--- src/rtl/mem_access.sv ---
// MEM pipeline stage: one req/ack data-memory access per instruction, load lane extraction and extension.
// Optional feature: define MEM_MISALIGN_CHECK_EN to suppress and flag misaligned accesses.
module mem_access #(
    parameter int unsigned TIMEOUT_CYCLES = 255
) (
    input  logic        clk,
    input  logic        rst,
    input  logic [63:0] inst_addr_i,
    input  logic        ren_i,
    input  logic        wen_i,
    input  logic [63:0] raddr_i,
    input  logic [63:0] waddr_i,
    input  logic [63:0] wdata_i,
    input  logic [7:0]  wmask_i,
    input  logic [2:0]  mem_funct3_i,
    input  logic [63:0] rd_wdata_i,
    input  logic [4:0]  rd_waddr_i,
    input  logic        reg_wen_i,
    output logic        dmem_req_o,
    output logic        dmem_we_o,
    output logic [63:0] dmem_addr_o,
    output logic [63:0] dmem_wdata_o,
    output logic [7:0]  dmem_wmask_o,
    input  logic        dmem_ack_i,
    input  logic [63:0] dmem_rdata_i,
    output logic        mem_hold_o,
    output logic        bus_err_o,
    output logic        misalign_o,
    output logic [63:0] inst_addr_o,
    output logic [63:0] rd_wdata_o,
    output logic [4:0]  rd_waddr_o,
    output logic        reg_wen_o
);
    typedef enum logic [1:0] {IDLE, BUSY, DONE} state_t;

    state_t      state_q, state_d;
    logic [63:0] addr_q, addr_d;
    logic [63:0] wdata_q, wdata_d;
    logic [7:0]  wmask_q, wmask_d;
    logic [2:0]  funct3_q, funct3_d;
    logic        we_q, we_d;
    logic        is_load_q, is_load_d;
    logic [63:0] rdata_q, rdata_d;
    logic [31:0] tmo_q, tmo_d;
    logic        bus_err_q, bus_err_d;

    logic        op_req;
    logic [63:0] req_addr;
    logic        misaligned;
    logic [63:0] lane;
    logic [63:0] load_ext;

    assign op_req   = ren_i | wen_i;
    assign req_addr = wen_i ? waddr_i : raddr_i;

`ifdef MEM_MISALIGN_CHECK_EN
    always_comb begin
        misaligned = 1'b0;
        case (mem_funct3_i[1:0])
            2'b01:   misaligned = req_addr[0];
            2'b10:   misaligned = |req_addr[1:0];
            2'b11:   misaligned = |req_addr[2:0];
            default: misaligned = 1'b0;
        endcase
    end
`else
    assign misaligned = 1'b0;
`endif

    // Bytes shifted in from above bit 63 are zero, so overhanging loads read zeros.
    assign lane = rdata_q >> {addr_q[2:0], 3'b000};

    always_comb begin
        load_ext = lane;
        case (funct3_q[1:0])
            2'b00:   load_ext = {{56{~funct3_q[2] & lane[7]}},  lane[7:0]};
            2'b01:   load_ext = {{48{~funct3_q[2] & lane[15]}}, lane[15:0]};
            2'b10:   load_ext = {{32{~funct3_q[2] & lane[31]}}, lane[31:0]};
            default: load_ext = lane;
        endcase
    end

    always_comb begin
        state_d   = state_q;
        addr_d    = addr_q;
        wdata_d   = wdata_q;
        wmask_d   = wmask_q;
        funct3_d  = funct3_q;
        we_d      = we_q;
        is_load_d = is_load_q;
        rdata_d   = rdata_q;
        tmo_d     = tmo_q;
        bus_err_d = 1'b0;
        case (state_q)
            IDLE: begin
                if (op_req && !misaligned) begin
                    state_d   = BUSY;
                    addr_d    = req_addr;
                    wdata_d   = wdata_i;
                    wmask_d   = wmask_i;
                    funct3_d  = mem_funct3_i;
                    we_d      = wen_i;
                    is_load_d = ren_i & ~wen_i;
                    tmo_d     = '0;
                end
            end
            BUSY: begin
                if (dmem_ack_i) begin
                    state_d = DONE;
                    rdata_d = dmem_rdata_i;
                end else if ((TIMEOUT_CYCLES != 0) && (tmo_q + 32'd1 == 32'(TIMEOUT_CYCLES))) begin
                    state_d   = DONE;
                    rdata_d   = '0;
                    bus_err_d = 1'b1;
                end else begin
                    tmo_d = tmo_q + 32'd1;
                end
            end
            DONE:    state_d = IDLE;
            default: state_d = IDLE;
        endcase
    end

    always_comb begin
        mem_hold_o  = 1'b0;
        misalign_o  = 1'b0;
        reg_wen_o   = reg_wen_i;
        rd_wdata_o  = rd_wdata_i;
        case (state_q)
            IDLE: begin
                mem_hold_o = op_req & ~misaligned;
                misalign_o = op_req & misaligned;
                reg_wen_o  = reg_wen_i & ~op_req;
            end
            BUSY: begin
                mem_hold_o = 1'b1;
                reg_wen_o  = 1'b0;
            end
            DONE: begin
                if (is_load_q) begin
                    rd_wdata_o = load_ext;
                end
            end
            default: begin
                reg_wen_o = 1'b0;
            end
        endcase
    end

    assign inst_addr_o  = inst_addr_i;
    assign rd_waddr_o   = rd_waddr_i;
    assign dmem_req_o   = (state_q == BUSY);
    assign dmem_we_o    = (state_q == BUSY) & we_q;
    assign dmem_addr_o  = {addr_q[63:3], 3'b000};
    assign dmem_wdata_o = wdata_q;
    assign dmem_wmask_o = wmask_q;
    assign bus_err_o    = bus_err_q;

    always_ff @(posedge clk) begin
        if (rst) begin
            state_q   <= IDLE;
            addr_q    <= '0;
            wdata_q   <= '0;
            wmask_q   <= '0;
            funct3_q  <= '0;
            we_q      <= 1'b0;
            is_load_q <= 1'b0;
            rdata_q   <= '0;
            tmo_q     <= '0;
            bus_err_q <= 1'b0;
        end else begin
            state_q   <= state_d;
            addr_q    <= addr_d;
            wdata_q   <= wdata_d;
            wmask_q   <= wmask_d;
            funct3_q  <= funct3_d;
            we_q      <= we_d;
            is_load_q <= is_load_d;
            rdata_q   <= rdata_d;
            tmo_q     <= tmo_d;
            bus_err_q <= bus_err_d;
        end
    end
endmodule
--- config.mk ---
export PLATFORM = sky130hd
export DESIGN_NAME = mem_access
export DESIGN_NICKNAME = d
export VERILOG_FILES = /design/src/rtl/mem_access.sv
export SDC_FILE = /design/constraint.sdc
export NUM_CORES = 1
export LEC_CHECK = 0
export ABC_AREA = 1
export BUFFER_PORTS_ARGS = -buffer_cell sky130_fd_sc_hd__buf_2
export CAP_MARGIN = 15
export CORE_AREA = 3 3 262 264
export DETAILED_ROUTE_END_ITERATION = 12
export DIE_AREA = 0 0 265 267
export SLEW_MARGIN = 0
export SYNTH_ARGS = -nofsm -noshare
export SYNTH_HDL_FRONTEND = slang
export SYNTH_SLANG_ARGS = --single-unit
--- constraint.sdc ---
create_clock -name clk -period 2.55 [get_ports clk]
set_input_delay 0.255 -clock clk [delete_from_list [all_inputs] [get_ports clk]]
set_output_delay 0.255 -clock clk [all_outputs]
set_load 0.02 [all_outputs]
**Yosys cells after proc, flatten, opt, wreduce, memory -nomap -nowiden**

Cells that the tools add are included.
Widths: inputs -> output; s select.

- Flip-flop bits (word level): 240
- Latch bits: 0
- Memory bits (writable): 0
- Memory bits (read-only): 0
- Input bits: 406
- Logic and storage cells: 58
- Memories: 0

- $add $sub $neg: 1
- Multipliers: 0
- Div/mod/pow operators: 0
- $lt $le $gt $ge: 0
- Equality and inequality tests: 9
- Shift-type cells: 1
- Mux-type cells: 17
- Bitwise gates (word level): 11
- Reductions and logical operators: 9

Operator list:

| kind | count |
|---|---|
| $mux 64 | 5 |
| $pmux 64 s3 | 1 |
| $mux 32 | 3 |
| $pmux 32 s2 | 1 |
| $shr 64x6->64 | 1 |
| $add 32x1->32 const B | 1 |
| $eq 32x8->1 const B | 1 |
| $and 1x1->1 | 6 |
| $mux 2 | 3 |
| $ne 2x2->1 const B | 3 |
| $reduce_and 2->1 | 3 |
| $eq 2x1->1 const B | 2 |
| $eq 2x2->1 const B | 2 |
| $logic_not 2->1 | 2 |
| $not 1->1 | 4 |
| $pmux 1 s2 | 2 |
| $pmux 2 s2 | 1 |
| $reduce_and 4->1 | 1 |
| $reduce_bool 2->1 | 2 |
| $ne 3x1->1 const B | 1 |
| $reduce_or 3->1 | 1 |
| $mux 1 | 1 |
| $or 1x1->1 | 1 |

**Longest topological paths before layout**

Gate-level depths: netlist (run 1).

- Depth after elaboration: 5
- Depth in mapped cells: 16
- Mapped depth without buffers: 16

**Worst setup path before layout (run 1)**

Ideal clock, no wire load.

- Path kind: flip-flop to output port
- Start: register addr_q[0]
- End: output rd_wdata_o[47]
- Arrival: 2.003 ns
- Path slack: 0.292 ns
- Cell stages (with the launch flop): 13
- Path buffers: 3
- Cells stage by stage: dfxtp_1 buf_2 buf_2 o21ai_0 o211ai_1 o21a_1 nand4_1 nand3_2 clkinv_1 clkbuf_1 nand3_1 o21ai_0 inv_1

- Longest elaborated chain between the ends: 5

Ends and longest elaborated chain:

| item | RTL line | RTL |
|---|---|---|
| start, declared | 37 | `logic [63:0] addr_q, addr_d;` |
| start signal, assigned | 173 | `addr_q <= addr_d;` |
| $shr 64x6->64 * | 71 | `assign lane = rdata_q >> {addr_q[2:0], 3'b000};` |
| $and 1x1->1 (on tied branches) | 78, 76, 77 |  |
| $pmux 64 s3 * | 75 | `case (funct3_q[1:0])` |
| $mux 64 * | 140 | `if (is_load_q) begin` |
| $mux 64 * | 129 | `case (state_q)` |
| end, declared | 30 | `output logic [63:0] rd_wdata_o,` |

Mark *: on every way between the ends. The rest lies on a longest branch, timed or not.

**Worst setup path after layout (run 1)**

- Start: register addr_q[0]
- End: output rd_wdata_o[9]

- Longest elaborated chain between the ends: 5

Ends and longest elaborated chain:

| item | RTL line | RTL |
|---|---|---|
| $shr 64x6->64 * | 71 |  |
| $and 1x1->1 | 76 | `2'b00: load_ext = {{56{~funct3_q[2] & lane[7]}}, lane[7:0]};` |
| $pmux 64 s3 * | 75 |  |
| $mux 64 * | 140 |  |
| $mux 64 * | 129 |  |

Marked as above.

==> results of run 1 <==
[power by group through the flow]
| stage | sequential [mW] | clock, mW | combinational, mW |
|---|---|---|---|
| floorplan | 4.41 | 0 | 1.64 |
| global placement | 4.30 | 0 | 2.60 |
| detailed placement | 4.31 | 0 | 2.60 |
| CTS | 4.23 | 5.00 | 2.96 |
| global route | 4.27 | 5.14 | 3.33 |
| finish | 4.24 | 4.86 | 3.06 |
[final cells by class]
class / count / area, um^2 / share of cell area
multi-input cells: 1491 / 7300 / 0.351
repair buffers: 834 / 5820 / 0.280
flip-flops and latches: 240 / 4830 / 0.232
well taps: 873 / 1090 / 0.0525
clock buffers: 42 / 887 / 0.0427
inverters: 160 / 621 / 0.0298
clock inverters: 14 / 239 / 0.0115
diodes: 4 / 10.0 / 0.000481
[synthesized netlist by cell type (9+ instances only)]
cell,number
dfxtp_1,240
nor2_1,323
inv_1,156
nand3_1,165
o22ai_1,17
nand3b_1,14
o211ai_1,13
buf_2,10
o21ai_1,9
a31oi_1,10
mux2i_1,13
buf_4,134
a21oi_1,275
nand2_1,375
clkbuf_1,121
nand4_1,9
o21ai_0,219
buf_1,19
[registers in the layout, summed over array words and instances (netlist names)]
signal / cells
funct3_q: 3
we_q: 1
is_load_q: 1
dmem_wmask_o: 8
rdata_q: 64
tmo_q: 32
bus_err_o: 1
dmem_wdata_o: 64
addr_q: 64
state_q: 2
[per-layer routing]
layer  GRT usage  routed length (um)  vias up  share of wire
li1            -                   -     8156              -
met1       0.214               26100     7585           0.41
met3      0.0367                5770      118          0.091
met2       0.279               29800      780           0.47
met5           0                 103        -         0.0016
met4      0.0519                1890       16          0.030
[worst min path at each step]
stage                                  start                            end  cells after the start
3_5_place_dp   dmem_wdata_o[20]$_SDFFE_PP0P_  dmem_wdata_o[20]$_SDFFE_PP0P_                      2
4_1_cts                          waddr_i[58]        addr_q[58]$_SDFFE_PP0P_                      3
5_1_grt                          waddr_i[58]        addr_q[58]$_SDFFE_PP0P_                      3
6_report                          wmask_i[6]   dmem_wmask_o[6]$_SDFFE_PP0P_                      3
3_3_place_gp   dmem_wdata_o[25]$_SDFFE_PP0P_  dmem_wdata_o[25]$_SDFFE_PP0P_                      2
2_1_floorplan                          ren_i         is_load_q$_SDFFE_PP0P_                      2
[critical path, delay by kind of cell (launching register included)]
kind	cells	cell delay (ns)
AOI/OAI and AO/OA	3	0.88
DFF	1	0.38
and+or+nand+nor	2	0.14
buffers and inverters	4	0.53
[what timing repair did]
| item | CTS | global route |
|---|---|---|
| hold buffers | 183 | 0 |
| setup buffers | 11 | 21 |
| pin swaps | 10 | 17 |
| setup endpoints to repair | 64 | 163 |
| endpoints found under the hold margin | 183 | 0 |
| gates resized for setup | 107 | 110 |
| gates cloned | 0 | 5 |
[logic make-up (layout without fill, tap and decap cells)]
| kind of cell | count (synthesis) | in the layout | synth area share |
|---|---|---|---|
| adder cells (fa/ha/maj) | 2 | 2 | 0.00180 |
| flip-flops | 240 | 240 | 0.345 |
| XOR/XNOR | 2 | 2 | 0.00126 |
| other | 1 | 8 | 0.000269 |
| multiplexers | 13 | 13 | 0.00935 |
| AND/OR/NAND/NOR | 918 | 918 | 0.278 |
| AO/OA/AOI/OAI | 552 | 552 | 0.205 |
| buffers and inverters | 447 | 1050 | 0.159 |
[stage by stage]
stage / util / instances / hold WS, ns
floorplan: - / 2178 / 0.397
global placement: 0.252 / 3378 / 0.456
detailed placement: 0.252 / 3378 / 0.466
CTS: 0.303 / 3628 / 0.00606
global route: 0.311 / 3655 / 0.0255
finish: 0.311 / 3658 / 0.0124
==> results_dict.tcl, run 1 <==
set metrics [dict create \
    vias 16700 \
    grt_max_degree 99 \
    cts_root_buf "clkbuf_16" \
    final_area_um2 20800 \
    leakagePower_nw 9.35 \
    setup-tns-final_ns -8.90 \
    powerDensity_nw_per_um2 584 \
    die_area_um2 70800 \
    h-tree-depth 1 \
    ys_dominant_reg_cell "dfxtp_1" \
    ioPinCount 681 \
    relSlewSlack 0.527 \
    route.final.wire_length_um 63700 \
    clock_path_buffers 3 \
    firstDrtPassIters 6 \
    p_sw_frac 0.317 \
    crit_path_max_fanout 23 \
    core_region_area_um2 66800 \
    cp_slowest_cell "o21ai_0" \
    synth_seq_cells 240 \
    hp-class "in -> reg" \
    synth_seq_area_share 0.345 \
    ant_nets 0 \
    synth_area_leaders "dfxtp_1 35%, nand2_1 10%, a21oi_1 9.9%, nor2_1 8.7%, o21ai_0 7.9%" \
    grt_pass1_vias 15400 \
    syn_inst 2175 \
    grt-ovfl-total 0 \
    grt_antenna_before_repair 13 \
    crit_arrival_ns 2.52 \
    rsz0062_at_grt "true" \
    p_sw_mw 3.85 \
    die_w_um 265 \
    crit_chain "buf_4, buf_16, nand2_1, nand2_1, o21ai_0, a211oi_1, o22ai_1, inv_1, buf_2" \
    violations "setup timing" \
    worstSkewPairLatency_ns 0.58 \
    netlist_area_um2 13900 \
    synth_edf_count 0 \
    status "complete, but fails checks" \
    initial_core_util 0.208 \
    fin_crit_ns 2.77 \
    fp-row-count 95 \
    p_int_mw 8.30 \
    maxCapViolCount 0 \
    hpwl_um 46300 \
    nFillCells 7176 \
    layout.nets 3165 \
    cts_sinks 240 \
    port_buffers 538 \
    ir_drop_uv 481 \
    grt_pass1_wl_um 92700 \
    drc 0 \
    area_delta_synth_final_pct 49.4 \
    critPathMostFrequentCell "nand2_1" \
    final_cell_mix "509 x buf_2, 361 x nand2_1, 314 x nor2_1" \
    cp-endpoint "rd_wdata_o[9]" \
    layout_commonest_cell "buf_2" \
    drive_above_1_share 0.295 \
    r2r_start "tmo_q[0]$_SDFFE_PP0P_" \
    final-hold-violation-count 0 \
    viasPerCell 4.55 \
    critPathRequiredTime_ns 2.30 \
    combinationalPowerShare 0.252 \
    yosys.area.top_type "dfxtp_1" \
    avgRoutedWirePerCell_um 17.4 \
    final.period_utilization 1.09 \
    skew_ns 0.0354 \
    path_clk_slew_ns 0.06 \
    gp_congestion 0.923 \
    r2r_setup_slack_ns 0.13 \
    timing.rr.end "rdata_q[33]$_SDFFE_PP0P_" \
    power_frac_seq 0.349 \
    cp-startpoint "addr_q[0]$_SDFFE_PP0P_" \
    placed_area_um2 16900 \
    p_clk_frac 0.400 \
    setup_ws_ns -0.221 \
    ys_types 40 \
    numCtsBuffers 30 \
    tritoncts "built" \
    dp_slack_ns 0.0570 \
    worst_pin_slew_ns 0.710 \
    avgSynthCellArea_um2 6.40 \
    power_mw 12.2 \
    cpPeakStageDelay_ns 0.45 \
    gr-usage-all-layers 0.166 \
    setup_violations 56 \
    max_freq_ghz 0.361 \
    drt_iter0_markers 1349 \
    worst_r2r_path_depth 15 \
    worstSetupPathType "reg -> out" \
    synthArstFlopShare 0 \
    slew_violations 0 \
    critPathLaunchType "flop" \
    ys_warn_count 0 \
    cp-end-kind "output pin" \
    netlist.area_leader.share 0.345 \
    fp.dieH_um 267 \
]
Note: power is estimated with default switching activity, not from simulation.
==> run 2: changes to the inputs <==
Settings changed: SETUP_SLACK_MARGIN set to 0.1.
==> run 2 against run 1 <==
The run still ends with setup timing left. Critical path depth is the same. Global-route usage barely moved. Routed wire length grew 3.7%. Maximum frequency down 0.76%. Core utilization up 1.9 points. Die area unchanged. Via count is 1.8% higher. Final area is 6.1% higher. Final cell count grew 0.46%. Setup slack worse by 0.021 ns. Critical path type unchanged.
==> results_dict.tcl, run 2 (same netlist as run 1, synthesis figures left out) <==
set metrics [dict create \
    die_area_um2 70800 \
    area_delta_synth_final_pct 58.5 \
    power_mw 12.3 \
    h-tree-depth 1 \
    status "complete, but fails checks" \
    worstSkewPairLatency_ns 0.59 \
    cp-end-kind "output pin" \
    worstSetupPathType "reg -> out" \
    port_buffers 538 \
    r2r_setup_slack_ns 0 \
    hold_start "wmask_i[6]" \
    relSlewSlack 0.205 \
    die_w_um 265 \
    worst_r2r_path_depth 17 \
    cts_sinks 240 \
    placed_area_um2 16900 \
    vias 17000 \
    gp_congestion 0.923 \
    min_to "dmem_wmask_o[6]$_SDFFE_PP0P_" \
    crit_path_max_fanout 12 \
    final_cell_mix "507 x buf_2, 348 x nand2_1, 308 x nor2_1" \
    hold_depth 3 \
    final-hold-violation-count 0 \
    setup_ws_ns -0.243 \
    critPathLaunchType "flop" \
    multi_input_area_um2 8180 \
    fp.dieH_um 267 \
    dp_slack_ns 0.0570 \
    cts_root_buf "clkbuf_16" \
    dp.cells 3378 \
    setup_violations 57 \
    seqCellArea_um2 4830 \
    grt_max_degree 99 \
    ant_nets 0 \
    leakagePower_nw 9.60 \
    utilization 0.330 \
    nFillCells 6994 \
    timing.rr.end "rdata_q[30]$_SDFFE_PP0P_" \
    fp-row-count 95 \
    powerDensity_nw_per_um2 558 \
    rsz0062_at_grt "true" \
    max_freq_ghz 0.358 \
    clock_path_buffers 3 \
    grt_pass1_wl_um 92700 \
    drc 0 \
    grt-ovfl-total 0 \
    firstDrtPassIters 6 \
    hpwl_um 46300 \
    viasPerCell 4.62 \
    critPathRequiredTime_ns 2.30 \
    drive_above_1_share 0.353 \
    stdcell_count 3675 \
    grt_pass1_vias 15400 \
    maxCapViolCount 0 \
    route.final.wire_length_um 66100 \
    skew_ns 0.0340 \
    final_area_um2 22100 \
    core_region_area_um2 66800 \
    fin_crit_ns 2.79 \
    gr-usage-all-layers 0.167 \
    layout.nets 3182 \
    layout_commonest_cell "buf_2" \
    final.period_utilization 1.10 \
    violations "setup timing" \
    avgRoutedWirePerCell_um 18.0 \
    worst_pin_slew_ns 1.19 \
    crit_arrival_ns 2.54 \
    slew_violations 0 \
    path_clk_slew_ns 0.06 \
    ioPinCount 681 \
    numCtsBuffers 30 \
    grt_antenna_before_repair 13 \
    initial_core_util 0.208 \
    ir_drop_uv 481 \
    hp-class "in -> reg" \
    r2r_start "tmo_q[0]$_SDFFE_PP0P_" \
    drt_iter0_markers 1392 \
    tritoncts "built" \
]
## run 2: metrics by stage
step | TNS [ns] | hold WS (ns)
final | -7.25 | 0.00890
after global routing | -22.94 | 0.0237
after CTS | -7.62 | 0.00606
after detailed placement | 0 | 0.466
after global placement | 0 | 0.456
after floorplan | 0 | 0.397
## run 2: layer usage
| metal | part of all wire | global-route usage | vias up |
|---|---|---|---|
| met5 | 0.0015 | 0 | - |
| met2 | 0.47 | 0.279 | 855 |
| met1 | 0.41 | 0.214 | 7757 |
| met4 | 0.033 | 0.0516 | 16 |
| li1 | - | - | 8193 |
| met3 | 0.089 | 0.0359 | 140 |
## run 2: worst max path at each step
stage	startpoint	end	cells past startpoint
2_1_floorplan	addr_q[0]$_SDFFE_PP0P_	rd_wdata_o[47]	12
3_3_place_gp	addr_q[0]$_SDFFE_PP0P_	rd_wdata_o[25]	10
3_5_place_dp	addr_q[0]$_SDFFE_PP0P_	rd_wdata_o[25]	10
4_1_cts	addr_q[0]$_SDFFE_PP0P_	rd_wdata_o[9]	10
5_1_grt	addr_q[0]$_SDFFE_PP0P_	rd_wdata_o[47]	13
6_report	addr_q[0]$_SDFFE_PP0P_	rd_wdata_o[9]	9
## run 2: report_power, final
group	total [mW]	switching, mW	internal (mW)	leakage (nW)
registers	4.25	0.195	4.05	1.98
clock network	4.86	1.83	3.03	0.549
logic	3.20	1.94	1.26	7.07
## run 2: worst max-delay path, stage by stage (launching register included)
cell and delay [ns]:
dfxtp_4 0.37, buf_4 0.17, buf_16 0.16, nand2_1 0.07, nand2_1 0.06, o21ai_0 0.45
a211oi_1 0.18, o22ai_1 0.26, inv_1 0.06, buf_2 0.16
## run 2: layout make-up
type / count / area share
Tap cell: 873 / 0.0495
Antenna cell: 4 / 0.000454
Clock inverter: 14 / 0.0108
Timing Repair Buffer: 851 / 0.281
Multi-Input combinational cell: 1491 / 0.371
Clock buffer: 42 / 0.0402
Sequential cell: 240 / 0.219
Inverter: 160 / 0.0283
## run 2: repair_timing
item                                    in CTS  in global routing
hold endpoints to repair                   183                  0
endpoints found under the setup margin     120                164
gates cloned                                 0                 15
pin swaps                                   11                 73
hold buffers                               183                  0
gates resized for setup                    117                310
setup buffers                               12                 27
